--- src/rtl/fetch_pkg.sv ---
// Shared types and sizing helpers for the decoupled instruction fetch front end.
// Holds the NOP encoding, the queued entry layout and counter width derivation.
package fetch_pkg;

    localparam logic [31:0] NOP_INSTR           = 32'h0000_0013;
    localparam int          XLEN                = 32;
    localparam int          FETCH_DEPTH         = 4;
    localparam int          FETCH_MAX_OUTSTANDING = 2;

    typedef struct packed {
        logic [XLEN-1:0] pc;
        logic [XLEN-1:0] instr;
    } fetch_entry_t;

    // Bits needed to hold a count in the range 0..n inclusive.
    function automatic int cnt_width(input int n);
        return (n < 1) ? 1 : $clog2(n + 1);
    endfunction

    localparam int QCNT_W = cnt_width(FETCH_DEPTH);
    localparam int OCNT_W = cnt_width(FETCH_MAX_OUTSTANDING);

endpackage

--- src/rtl/prefetch_fifo.sv ---
// Synchronous first-word-fall-through FIFO with clear; head is valid whenever count != 0.
// Push data is visible at the head one cycle after the push; clear dominates push and pop.
module prefetch_fifo
    import fetch_pkg::*;
#(
    parameter int WIDTH = 32,
    parameter int DEPTH = 4,
    parameter int CNT_W = cnt_width(DEPTH)
) (
    input  logic             clk,
    input  logic             rst,
    input  logic             push,
    input  logic [WIDTH-1:0] push_dat,
    input  logic             pop,
    input  logic             clear,
    output logic [CNT_W-1:0] count,
    output logic [WIDTH-1:0] head
);

    localparam int PTR_W = (DEPTH > 1) ? $clog2(DEPTH) : 1;

    logic [WIDTH-1:0] mem [DEPTH];
    logic [PTR_W-1:0] rd_ptr;
    logic [PTR_W-1:0] wr_ptr;
    logic             do_push;
    logic             do_pop;

    function automatic logic [PTR_W-1:0] ptr_next(input logic [PTR_W-1:0] p);
        return (p == PTR_W'(DEPTH - 1)) ? '0 : p + PTR_W'(1);
    endfunction

    assign do_pop  = pop && (count != '0);
    assign do_push = push && ((count != CNT_W'(DEPTH)) || do_pop);
    assign head    = mem[rd_ptr];

    always_ff @(posedge clk or negedge rst) begin
        if (!rst) begin
            rd_ptr <= '0;
            wr_ptr <= '0;
            count  <= '0;
        end else if (clear) begin
            rd_ptr <= '0;
            wr_ptr <= '0;
            count  <= '0;
        end else begin
            if (do_push) wr_ptr <= ptr_next(wr_ptr);
            if (do_pop)  rd_ptr <= ptr_next(rd_ptr);
            count <= count + CNT_W'(do_push) - CNT_W'(do_pop);
        end
    end

    always_ff @(posedge clk) begin
        if (do_push && !clear) mem[wr_ptr] <= push_dat;
    end

endmodule

--- src/rtl/fetch_prefetch_unit.sv ---
// Decoupled fetch: issues sequential PCs to a variable-latency imem, queues responses for IF/ID.
// Request to validF is 2 cycles minimum; issue is credit-limited so every kept response has a slot.
module fetch_prefetch_unit
    import fetch_pkg::*;
#(
    parameter int                    DATA_WIDTH      = XLEN,
    parameter int                    DEPTH           = FETCH_DEPTH,
    parameter int                    MAX_OUTSTANDING = FETCH_MAX_OUTSTANDING,
    parameter logic [DATA_WIDTH-1:0] RESET_PC        = '0
) (
    input  logic                  clk,
    input  logic                  rst,
    input  logic                  en,
    input  logic                  redirect,
    input  logic [DATA_WIDTH-1:0] redirect_pc,
    output logic                  imem_req_valid,
    input  logic                  imem_req_ready,
    output logic [DATA_WIDTH-1:0] imem_req_addr,
    input  logic                  imem_rsp_valid,
    input  logic [DATA_WIDTH-1:0] imem_rsp_data,
    output logic [DATA_WIDTH-1:0] instrF,
    output logic [DATA_WIDTH-1:0] pcF,
    output logic [DATA_WIDTH-1:0] pc_plus4F,
    output logic                  validF
);

    localparam int QW = cnt_width(DEPTH);
    localparam int OW = cnt_width(MAX_OUTSTANDING);
    localparam int SW = ((QW > OW) ? QW : OW) + 1;

    logic                  run;
    logic [DATA_WIDTH-1:0] fetch_pc;
    logic [OW-1:0]         outstanding;
    logic [OW-1:0]         discard_cnt;
    logic [QW-1:0]         q_count;
    logic [OW-1:0]         s_count;
    logic [DATA_WIDTH-1:0] shadow_head;
    fetch_entry_t          q_head;
    fetch_entry_t          q_in;
    logic [SW-1:0]         credit_used;
    logic                  req_fire;
    logic                  rsp_fire;
    logic                  rsp_keep;

    // Slots already spoken for: queued entries plus responses that will not be discarded.
    assign credit_used = SW'(q_count) + SW'(outstanding) - SW'(discard_cnt);

    assign imem_req_valid = run && !redirect
                         && (outstanding < OW'(MAX_OUTSTANDING))
                         && (credit_used < SW'(DEPTH));
    assign imem_req_addr  = fetch_pc;

    assign req_fire = imem_req_valid && imem_req_ready;
    assign rsp_fire = imem_rsp_valid && (outstanding != '0);
    assign rsp_keep = rsp_fire && (discard_cnt == '0) && !redirect;
    assign q_in     = '{pc: shadow_head, instr: imem_rsp_data};

    prefetch_fifo #(
        .WIDTH (DATA_WIDTH),
        .DEPTH (MAX_OUTSTANDING),
        .CNT_W (OW)
    ) u_shadow_q (
        .clk      (clk),
        .rst      (rst),
        .push     (req_fire),
        .push_dat (fetch_pc),
        .pop      (rsp_keep && (s_count != '0)),
        .clear    (redirect),
        .count    (s_count),
        .head     (shadow_head)
    );

    prefetch_fifo #(
        .WIDTH ($bits(fetch_entry_t)),
        .DEPTH (DEPTH),
        .CNT_W (QW)
    ) u_entry_q (
        .clk      (clk),
        .rst      (rst),
        .push     (rsp_keep),
        .push_dat (q_in),
        .pop      (validF && en && !redirect),
        .clear    (redirect),
        .count    (q_count),
        .head     (q_head)
    );

    assign validF    = (q_count != '0);
    assign instrF    = validF ? q_head.instr : NOP_INSTR;
    assign pcF       = validF ? q_head.pc : '0;
    assign pc_plus4F = pcF + DATA_WIDTH'(4);

    // run holds off issue until the first edge after reset so req_valid drops asynchronously.
    always_ff @(posedge clk or negedge rst) begin
        if (!rst) begin
            run         <= 1'b0;
            fetch_pc    <= RESET_PC;
            outstanding <= '0;
            discard_cnt <= '0;
        end else begin
            run         <= 1'b1;
            outstanding <= outstanding + OW'(req_fire) - OW'(rsp_fire);
            if (redirect) begin
                fetch_pc    <= redirect_pc;
                discard_cnt <= outstanding - OW'(rsp_fire);
            end else begin
                if (req_fire) fetch_pc <= fetch_pc + DATA_WIDTH'(4);
                if (rsp_fire && (discard_cnt != '0)) discard_cnt <= discard_cnt - OW'(1);
            end
        end
    end

    rsp_without_request: assert property (
        @(posedge clk) disable iff (!rst) imem_rsp_valid |-> (outstanding != '0)
    );

endmodule

--- config.mk ---
export PLATFORM = sky130hd
export DESIGN_NAME = fetch_prefetch_unit
export DESIGN_NICKNAME = d
export VERILOG_FILES = /design/src/rtl/fetch_pkg.sv /design/src/rtl/prefetch_fifo.sv /design/src/rtl/fetch_prefetch_unit.sv
export SDC_FILE = /design/constraint.sdc
export NUM_CORES = 1
export LEC_CHECK = 0
export ABC_CLOCK_PERIOD_IN_PS = 4500
export CELL_PAD_IN_SITES_DETAIL_PLACEMENT = 0
export CELL_PAD_IN_SITES_GLOBAL_PLACEMENT = 1
export CORE_ASPECT_RATIO = 0.7
export CORE_UTILIZATION = 25
export CTS_CLUSTER_DIAMETER = 150
export CTS_CLUSTER_SIZE = 8
export DETAILED_ROUTE_END_ITERATION = 10
export HOLD_SLACK_MARGIN = 0.08
export PLACE_DENSITY = 0.61
export SLEW_MARGIN = 20
export SYNTH_ARGS = -nofsm -noshare
export SYNTH_HDL_FRONTEND = slang
export SYNTH_SLANG_ARGS = --single-unit
--- constraint.sdc ---
create_clock -name clk -period 4.5 [get_ports clk]
set_input_delay 0.675 -clock clk [delete_from_list [all_inputs] [get_ports clk]]
set_output_delay 0.675 -clock clk [all_outputs]
set_load 0.02 [all_outputs]
Yosys cells after proc, flatten, opt, wreduce, memory -nomap -nowiden
Memory sizes are Yosys's and may differ from the RTL's.
Cells that the tools add are included.
{ "word_totals": {"mem_count": 2, "ramBits": 320, "input_bits": 70, "out_inout_bits": 130, "elab_cells": 89, "reg_bits": 48} }
{ "memory_table": {"columns": ["memory", "words", "width", "read_ports", "rd_ports_with_merged_regs", "write_ports", "line_no", "source"], "rows": [
  ["u_entry_q.mem", 4, 64, 1, 0, 1, "prefetch_fifo.sv:22", "logic [WIDTH-1:0] mem [DEPTH];"],
  ["u_shadow_q.mem", 2, 32, 1, 0, 1, "prefetch_fifo.sv:22", null]
]} }
{ "classes": {"mux": 24, "order_cmp": 2, "addsub": 16, "n_reduce_logical": 31, "eq_ne": 4} }
{ "op_table": {"columns": ["operator", "n"], "rows": [
  ["32-bit 2-to-1 mux", 4],
  ["32-bit by 3-bit adder with 32-bit output (second input constant)", 2],
  ["2-bit 2-to-1 mux", 9],
  ["2-bit nonzero test", 9],
  ["1-bit logical AND", 17],
  ["1-bit 2-to-1 mux", 10],
  ["2-bit by 1-bit subtractor with 2-bit output", 3],
  ["2-bit by 1-bit adder with 2-bit output", 2],
  ["2-bit by 1-bit adder with 2-bit output (second input constant)", 2],
  ["3-bit by 2-bit adder with 4-bit output", 1],
  ["2-bit equality test (second input constant)", 2],
  ["4-bit by 3-bit < comparator with 1-bit output (second input constant)", 1],
  ["4-bit by 2-bit subtractor with 4-bit output", 1],
  ["3-bit by 1-bit adder with 3-bit output", 1],
  ["3-bit 2-to-1 mux", 1],
  ["3-bit inequality test (second input constant)", 1],
  ["3-bit nonzero test", 1],
  ["3-bit by 1-bit subtractor with 3-bit output", 1],
  ["1-bit adder (second input constant)", 2],
  ["2-bit zero test", 1],
  ["1-bit logical OR", 2],
  ["2-bit < comparator (second input constant)", 1],
  ["2-bit inequality test (second input constant)", 1],
  ["2-bit by 1-bit subtractor with 2-bit output (second input constant)", 1],
  ["1-bit zero test", 1]
]} }

Depth between registers and ports, before layout
{ "depth": {"word_depth": 11, "mapped_depth": 15, "ltp_nobuf": 13} }

Modules after synthesis
A second synthesis with hierarchy kept.
{ "hier_totals": {"cells_unflattened": 935, "area_unflattened_um2": 15730.1} }
{ "modules_own_cells": {"columns": ["module", "seq_area_each_um2", "cells_per_inst", "n_inst", "area_per_inst_um2"], "rows": [
  ["prefetch_fifo at u_entry_q", 7862.5, 379, 1, 9663.0],
  ["fetch_prefetch_unit", 925.9, 435, 1, 3525.9],
  ["prefetch_fifo at u_shadow_q", 2021.9, 121, 1, 2541.2]
]} }

Least setup slack after synthesis
No wires, ideal clock.
{ "synth_timing": {"path_kind": "register to register", "from": "register outstanding[1]", "to": "memory u_shadow_q.mem[0][0], enable pin", "arrival_time_ns": 4.079, "slack_ns": -0.004, "path_stages_with_launch": 10, "path_buffers": 0, "setup_ns": 0.426, "period_less_slack_ns": 4.504, "required_time_ns": 4.074, "cell_sequence": "dfrtp_1 > inv_1 > fa_1 > inv_1 > ha_1 > and3b_1 > or4_4 > and2_1 > nor4_2 > nor2b_1"} }
{ "synth_between": {"elab_chain_cells": 11, "word_cells_on_any_way": 18, "cone_classes": "add/sub: 2; order compare: 2; mux: 2; reduce/logical: 12"} }
{ "synth_rtl": {"columns": ["element", "line_no", "source"], "rows": [
  ["start: declaration", "fetch_prefetch_unit.sv:33", "logic [OW-1:0] outstanding;"],
  ["start signal: assignment", "fetch_prefetch_unit.sv:102", "outstanding <= outstanding + OW'(req_fire) - OW'(rsp_fire);"],
  ["parallel branches: the longest is 7 deep, another holds 3-bit by 2-bit adder with 4-bit output", null, null],
  ["1-bit logical AND (*)", "prefetch_fifo.sv:33", "assign do_push = push && ((count != CNT_W'(DEPTH)) || do_pop);"],
  ["1-bit logical AND (*)", "prefetch_fifo.sv:53", "if (do_push && !clear) mem[wr_ptr] <= push_dat;"],
  ["1-bit 2-to-1 mux (*)", "prefetch_fifo.sv:53", null],
  ["1-bit 2-to-1 mux (implied by the code) (*)", "prefetch_fifo.sv:53", null],
  ["end: declaration", "prefetch_fifo.sv:22", null]
]} }
Mark *: on every way between the ends.

Worst setup path in the final report
{ "layout_timing": {"from": "register u_entry_q.rd_ptr[1]", "to": "output pc_plus4F[17]"} }
{ "layout_between": {"elab_chain_cells": 3} }
{ "layout_rtl": {"columns": ["element", "line_no", "source"], "rows": [
  ["start: declaration", "prefetch_fifo.sv:23", "logic [PTR_W-1:0] rd_ptr;"],
  ["start signal: assignment", "prefetch_fifo.sv:47", "if (do_pop) rd_ptr <= ptr_next(rd_ptr);"],
  ["memory read 4 x 64 bit", null, null],
  ["32-bit 2-to-1 mux", "fetch_prefetch_unit.sv:90", "assign pcF = validF ? q_head.pc : '0;"],
  ["32-bit by 3-bit adder with 32-bit output", "fetch_prefetch_unit.sv:91", "assign pc_plus4F = pcF + DATA_WIDTH'(4);"],
  ["end: declaration", "fetch_prefetch_unit.sv:23", "output logic [DATA_WIDTH-1:0] pc_plus4F,"]
]} }
No other way between the ends.

==> tab_implementation.tex <==
\begin{tabular}{lr}
\hline
Metric & Value \\
\hline
\multicolumn{2}{l}{\textbf{Timing}} \\
\quad Final count of pins violating max slew & 0 \\
\quad Fmax & 230 MHz \\
\quad Period utilisation layout & 96.7\% \\
\quad Setup repair after global routing missed its margin & no \\
\quad Final Hold Viols & 0 \\
\quad Total negative slack for setup checks & 0 ns \\
\quad Final Skew & 0.0292 ns \\
\quad Normalized max-slew margin & 50.2\% \\
\quad Final number of setup-violating endpoints & 0 \\
\quad Final min period & 4.35 ns \\
\quad Pin slew with the least headroom to its limit & 0.743 ns \\
\multicolumn{2}{l}{\textbf{Yosys}} \\
\quad Synth top area share & 61.1\% \\
\quad Seq/Total Area, Yosys & 68.7\% \\
\quad Combinational family with the most area after synthesis & multiplexers \\
\quad Count of different cell masters after synthesis & 58 \\
\quad Number of standard cells after synthesis & 922 \\
\quad Async set-reset flop share out of synthesis & 13.0\% \\
\quad XOR/XNOR share of the synthesized area & 3.62\% \\
\quad Library cell with the largest summed area after synthesis & edfxtp\_1 \\
\quad Fraction of the mapped netlist area in adder cells & 1.69\% \\
\quad Post-Synthesis Cell Area & 15700 um\^{}2 \\
\quad Post-synthesis sequential element count & 368 \\
\quad Complex-gate fraction of the synthesized area & 1.65\% \\
\quad Dominant register cell in the synthesized netlist & edfxtp\_1 \\
\quad Leading cell types by total area after synthesis & edfxtp\_1, dfrtp\_1, mux4\_2 \\
\quad Mux contribution to synthesized area & 13.6\% \\
\quad Commonest cells in the netlist & edfxtp\_1, and2\_1, nand2\_1 \\
\quad Area share of and/or/nand/nor cells after synthesis & 8.31\% \\
\quad YS warnings & 0 \\
\quad Net count after synthesis & 1012 \\
\quad Count leader, synth & edfxtp\_1 \\
\quad Average cell area after synthesis & 17.1 um\^{}2 \\
\quad Number of enable flip-flop cells after synthesis & 320 \\
\multicolumn{2}{l}{\textbf{Floorplan}} \\
\quad Top-level I/O count & 200 \\
\quad Floorplan die area & 63900 um\^{}2 \\
\quad Initial core utilization & 25.4\% \\
\quad Die Span Y & 212 um \\
\quad Total number of placement rows & 76 \\
\quad Floorplan Core Area & 61800 um\^{}2 \\
\quad Die Wd & 302 um \\
\multicolumn{2}{l}{\textbf{Power}} \\
\quad PwrDens & 543 nW/um\^{}2 \\
\quad Sequential power share & 36.5\% \\
\quad Max IR drop VDD & 0.259 mV \\
\quad Clock network fraction of total power & 31.8\% \\
\quad Switching power share of the total & 32.0\% \\
\quad Total power of the final layout & 11.0 mW \\
\quad P\_int & 7.49 mW \\
\quad Switch Pwr & 3.53 mW \\
\quad Fraction of power consumed by combinational cells & 31.7\% \\
\quad Leakage power of the design & 6.85 nW \\
\multicolumn{2}{l}{\textbf{Place}} \\
\quad Port Buffers & 199 \\
\quad Cell Area, Placed & 18800 um\^{}2 \\
\quad Total placed cells including tap cells & 1931 \\
\quad Placer Congestion & 0.795 \\
\quad HPWL reported at the end of detailed placement & 27700 um \\
\multicolumn{2}{l}{\textbf{Critical path}} \\
\quad Slowest library cell on the worst path & clkdlybuf4s50\_1 \\
\quad Crit path cell chain & buf\_12 -> mux4\_1 -> or2\_4 -> or4\_4 -> xnor2\_1 -> clkdlybuf4s50\_1 \\
\quad CP max FO & 51 \\
\quad Arrival time reported for the critical path endpoint & 3.68 ns \\
\quad R2R setup slack & 0.69 ns \\
\quad Startpoint type of the worst setup path & flop \\
\quad Nature of the critical path endpoint & output pin \\
\quad Required arrival time at the worst endpoint & 3.83 ns \\
\quad Worst reg2reg endpoint & u\_shadow\_q.mem[0][31] \\
\quad Worst setup path class & flop to output pin \\
\quad Worst stage delay on the critical path & 0.68 ns \\
\quad Count of cells along the worst register-to-register path & 10 \\
\quad Reg-to-reg critical path startpoint & outstanding[1] \\
\multicolumn{2}{l}{\textbf{Finish}} \\
\quad Number of antenna cells inserted & 0 \\
\quad Area growth, synth to finish & 29.0\% \\
\quad Post-Layout Cell Count & 2015 \\
\quad Final net count & 1257 \\
\quad Proportion of layout cells with a drive suffix above 1 & 18.0\% \\
\quad Finished layout cell area & 20300 um\^{}2 \\
\multicolumn{2}{l}{\textbf{Global route}} \\
\quad Initial antenna violation count & 1 \\
\quad Global-route wire length before repair & 60000 um \\
\quad Largest net degree at the start of global routing & 52 \\
\quad Overall global routing resource usage & 12.8\% \\
\quad Via count of the first global-routing pass & 8925 \\
\quad Overall overflow remaining after global route & 0 \\
\multicolumn{2}{l}{\textbf{Route}} \\
\quad Total length of routed wires & 40700 um \\
\quad DRC violation total after the first TritonRoute iteration & 590 \\
\quad DR WL/cell & 20.2 um \\
\quad Number of design rule violations left after detail routing & 15 \\
\quad Number of iterations in the first detailed-routing pass & 8 \\
\quad Via density per instance & 4.33 \\
\quad Post-DRT Antenna Nets & 0 \\
\quad Number of vias after detailed routing & 8715 \\
\multicolumn{2}{l}{\textbf{Clock network}} \\
\quad Clock tree from TritonCTS & built \\
\quad Max Root-Sink Buffers & 3 \\
\quad Total number of clock tree sinks & 368 \\
\quad Clock edge transition at the registers on the reported setup and hold paths & 0.06 ns \\
\quad CTS root buf & clkbuf\_16 \\
\quad Skew-Pair Late Insertion Delay & 0.58 ns \\
\quad Num CTS Buffers & 51 \\
\quad CTS HTree Levels & 2 \\
\multicolumn{2}{l}{\textbf{Worst hold path}} \\
\quad Min-delay worst type & input port to asynchronous set/reset pin \\
\multicolumn{2}{l}{\textbf{Run status}} \\
\quad Failing checks & DRC \\
\quad Status & complete, but fails checks \\
\multicolumn{2}{l}{\textbf{Run}} \\
\quad Count of max-cap constraint violations & 0 \\
\hline
\end{tabular}
state kept, by name, indices dropped and copies added, names as in the netlist:
| signal | cells |
|---|---|
| u_shadow_q.mem | 64 |
| run | 1 |
| discard_cnt | 2 |
| u_shadow_q.wr_ptr | 1 |
| u_entry_q.wr_ptr | 2 |
| u_entry_q.count | 3 |
| outstanding | 2 |
| u_entry_q.mem | 256 |
| imem_req_addr | 32 |
| u_entry_q.rd_ptr | 2 |
| u_shadow_q.rd_ptr | 1 |
| u_shadow_q.count | 2 |
worst max path at each step:
stage	start	slack [ns]	depth (start not counted)	end
2_1_floorplan	u_entry_q.count[1]	0.49	14	pc_plus4F[30]
3_3_place_gp	u_entry_q.rd_ptr[1]	0.20	9	pc_plus4F[25]
3_5_place_dp	u_entry_q.rd_ptr[1]	0.21	9	pc_plus4F[25]
4_1_cts	u_entry_q.rd_ptr[0]	0.007	9	pc_plus4F[31]
5_1_grt	u_entry_q.rd_ptr[0]	0.007	11	pc_plus4F[20]
6_report	u_entry_q.rd_ptr[1]	0.15	6	pc_plus4F[17]
per-layer routing:
metal | global-route usage [%] | up-vias | wire [um]
met2 | 17.8 | 256 | 16800
met3 | 3.19 | 54 | 2750
met1 | 19.6 | 4386 | 20600
met4 | 3.10 | 0 | 590
li1 | - | 4019 | -
met5 | 0 | - | 0
kinds of logic (layout without fill, tap and decap cells):
group,count (synthesis),after routing
AO/OA/AOI/OAI,39,39
XOR/XNOR,65,65
adder cells (fa/ha/maj),20,20
buffers and inverters,75,349
flip-flops,368,368
multiplexers,119,119
other,1,1
AND/OR/NAND/NOR,235,235
power groups by stage:
stage               clock network [mW]  registers [mW]  logic, mW
floorplan                            0            4.07       1.94
global placement                     0            4.08       3.53
detailed placement                   0            4.09       3.53
CTS                               3.63            4.02       3.54
global route                      3.78            4.04       3.78
finish                            3.50            4.02       3.49
critical path, delay by kind of cell, from the launching register on:
family / cells / cell delay, ns
flops: 1 / 0.45
xor+xnor: 1 / 0.30
buf+inv: 2 / 0.96
simple gates: 2 / 0.77
mux: 1 / 0.59
cell type report:
cell class              instances  area, um^2
multi-input cells             479        4600
flip-flops and latches        368       10800
fillers                      5991       41500
well taps                     819        1020
repair buffers                232        2280
inverters                      35         131
clock buffers                  79        1380
clock inverters                 3        55.1
through the flow:
step           setup slack [ns]  hold slack (ns)  util, %
6_report                  0.148            0.139     32.8
5_1_grt                 0.00693            0.148     32.8
2_1_floorplan             0.490            0.379        -
3_5_place_dp              0.207            0.545     30.4
3_3_place_gp              0.197            0.547     30.4
4_1_cts                 0.00655            0.121     32.8
repair_timing:
action                                  in CTS  in global routing
endpoints found under the setup margin      14                 10
gates cloned                                 0                  0
pin swaps                                    1                  0
resized for setup                           17                 18
buffers inserted                             2                  0
hold buffers                                 0                  0
cells in the final DEF, fill, tap and decap left out, drive strengths merged, types with 5 or more instances in the layout:
cell           count
edfxtp           320
clkdlybuf4s50    181
clkbuf            83
and2              67
mux4              64
nand2             57
mux2              48
dfrtp             48
buf               41
xnor2             37
inv               36
xor2              28
nand3             21
nor2              20
ha                18
o21ai             17
nand4             14
nor3              11
a21oi              8
and3               7
mux2i              7
nor3b              7
and4               6
or2                6
nor2b              5
(Power assumes the default switching activity.)
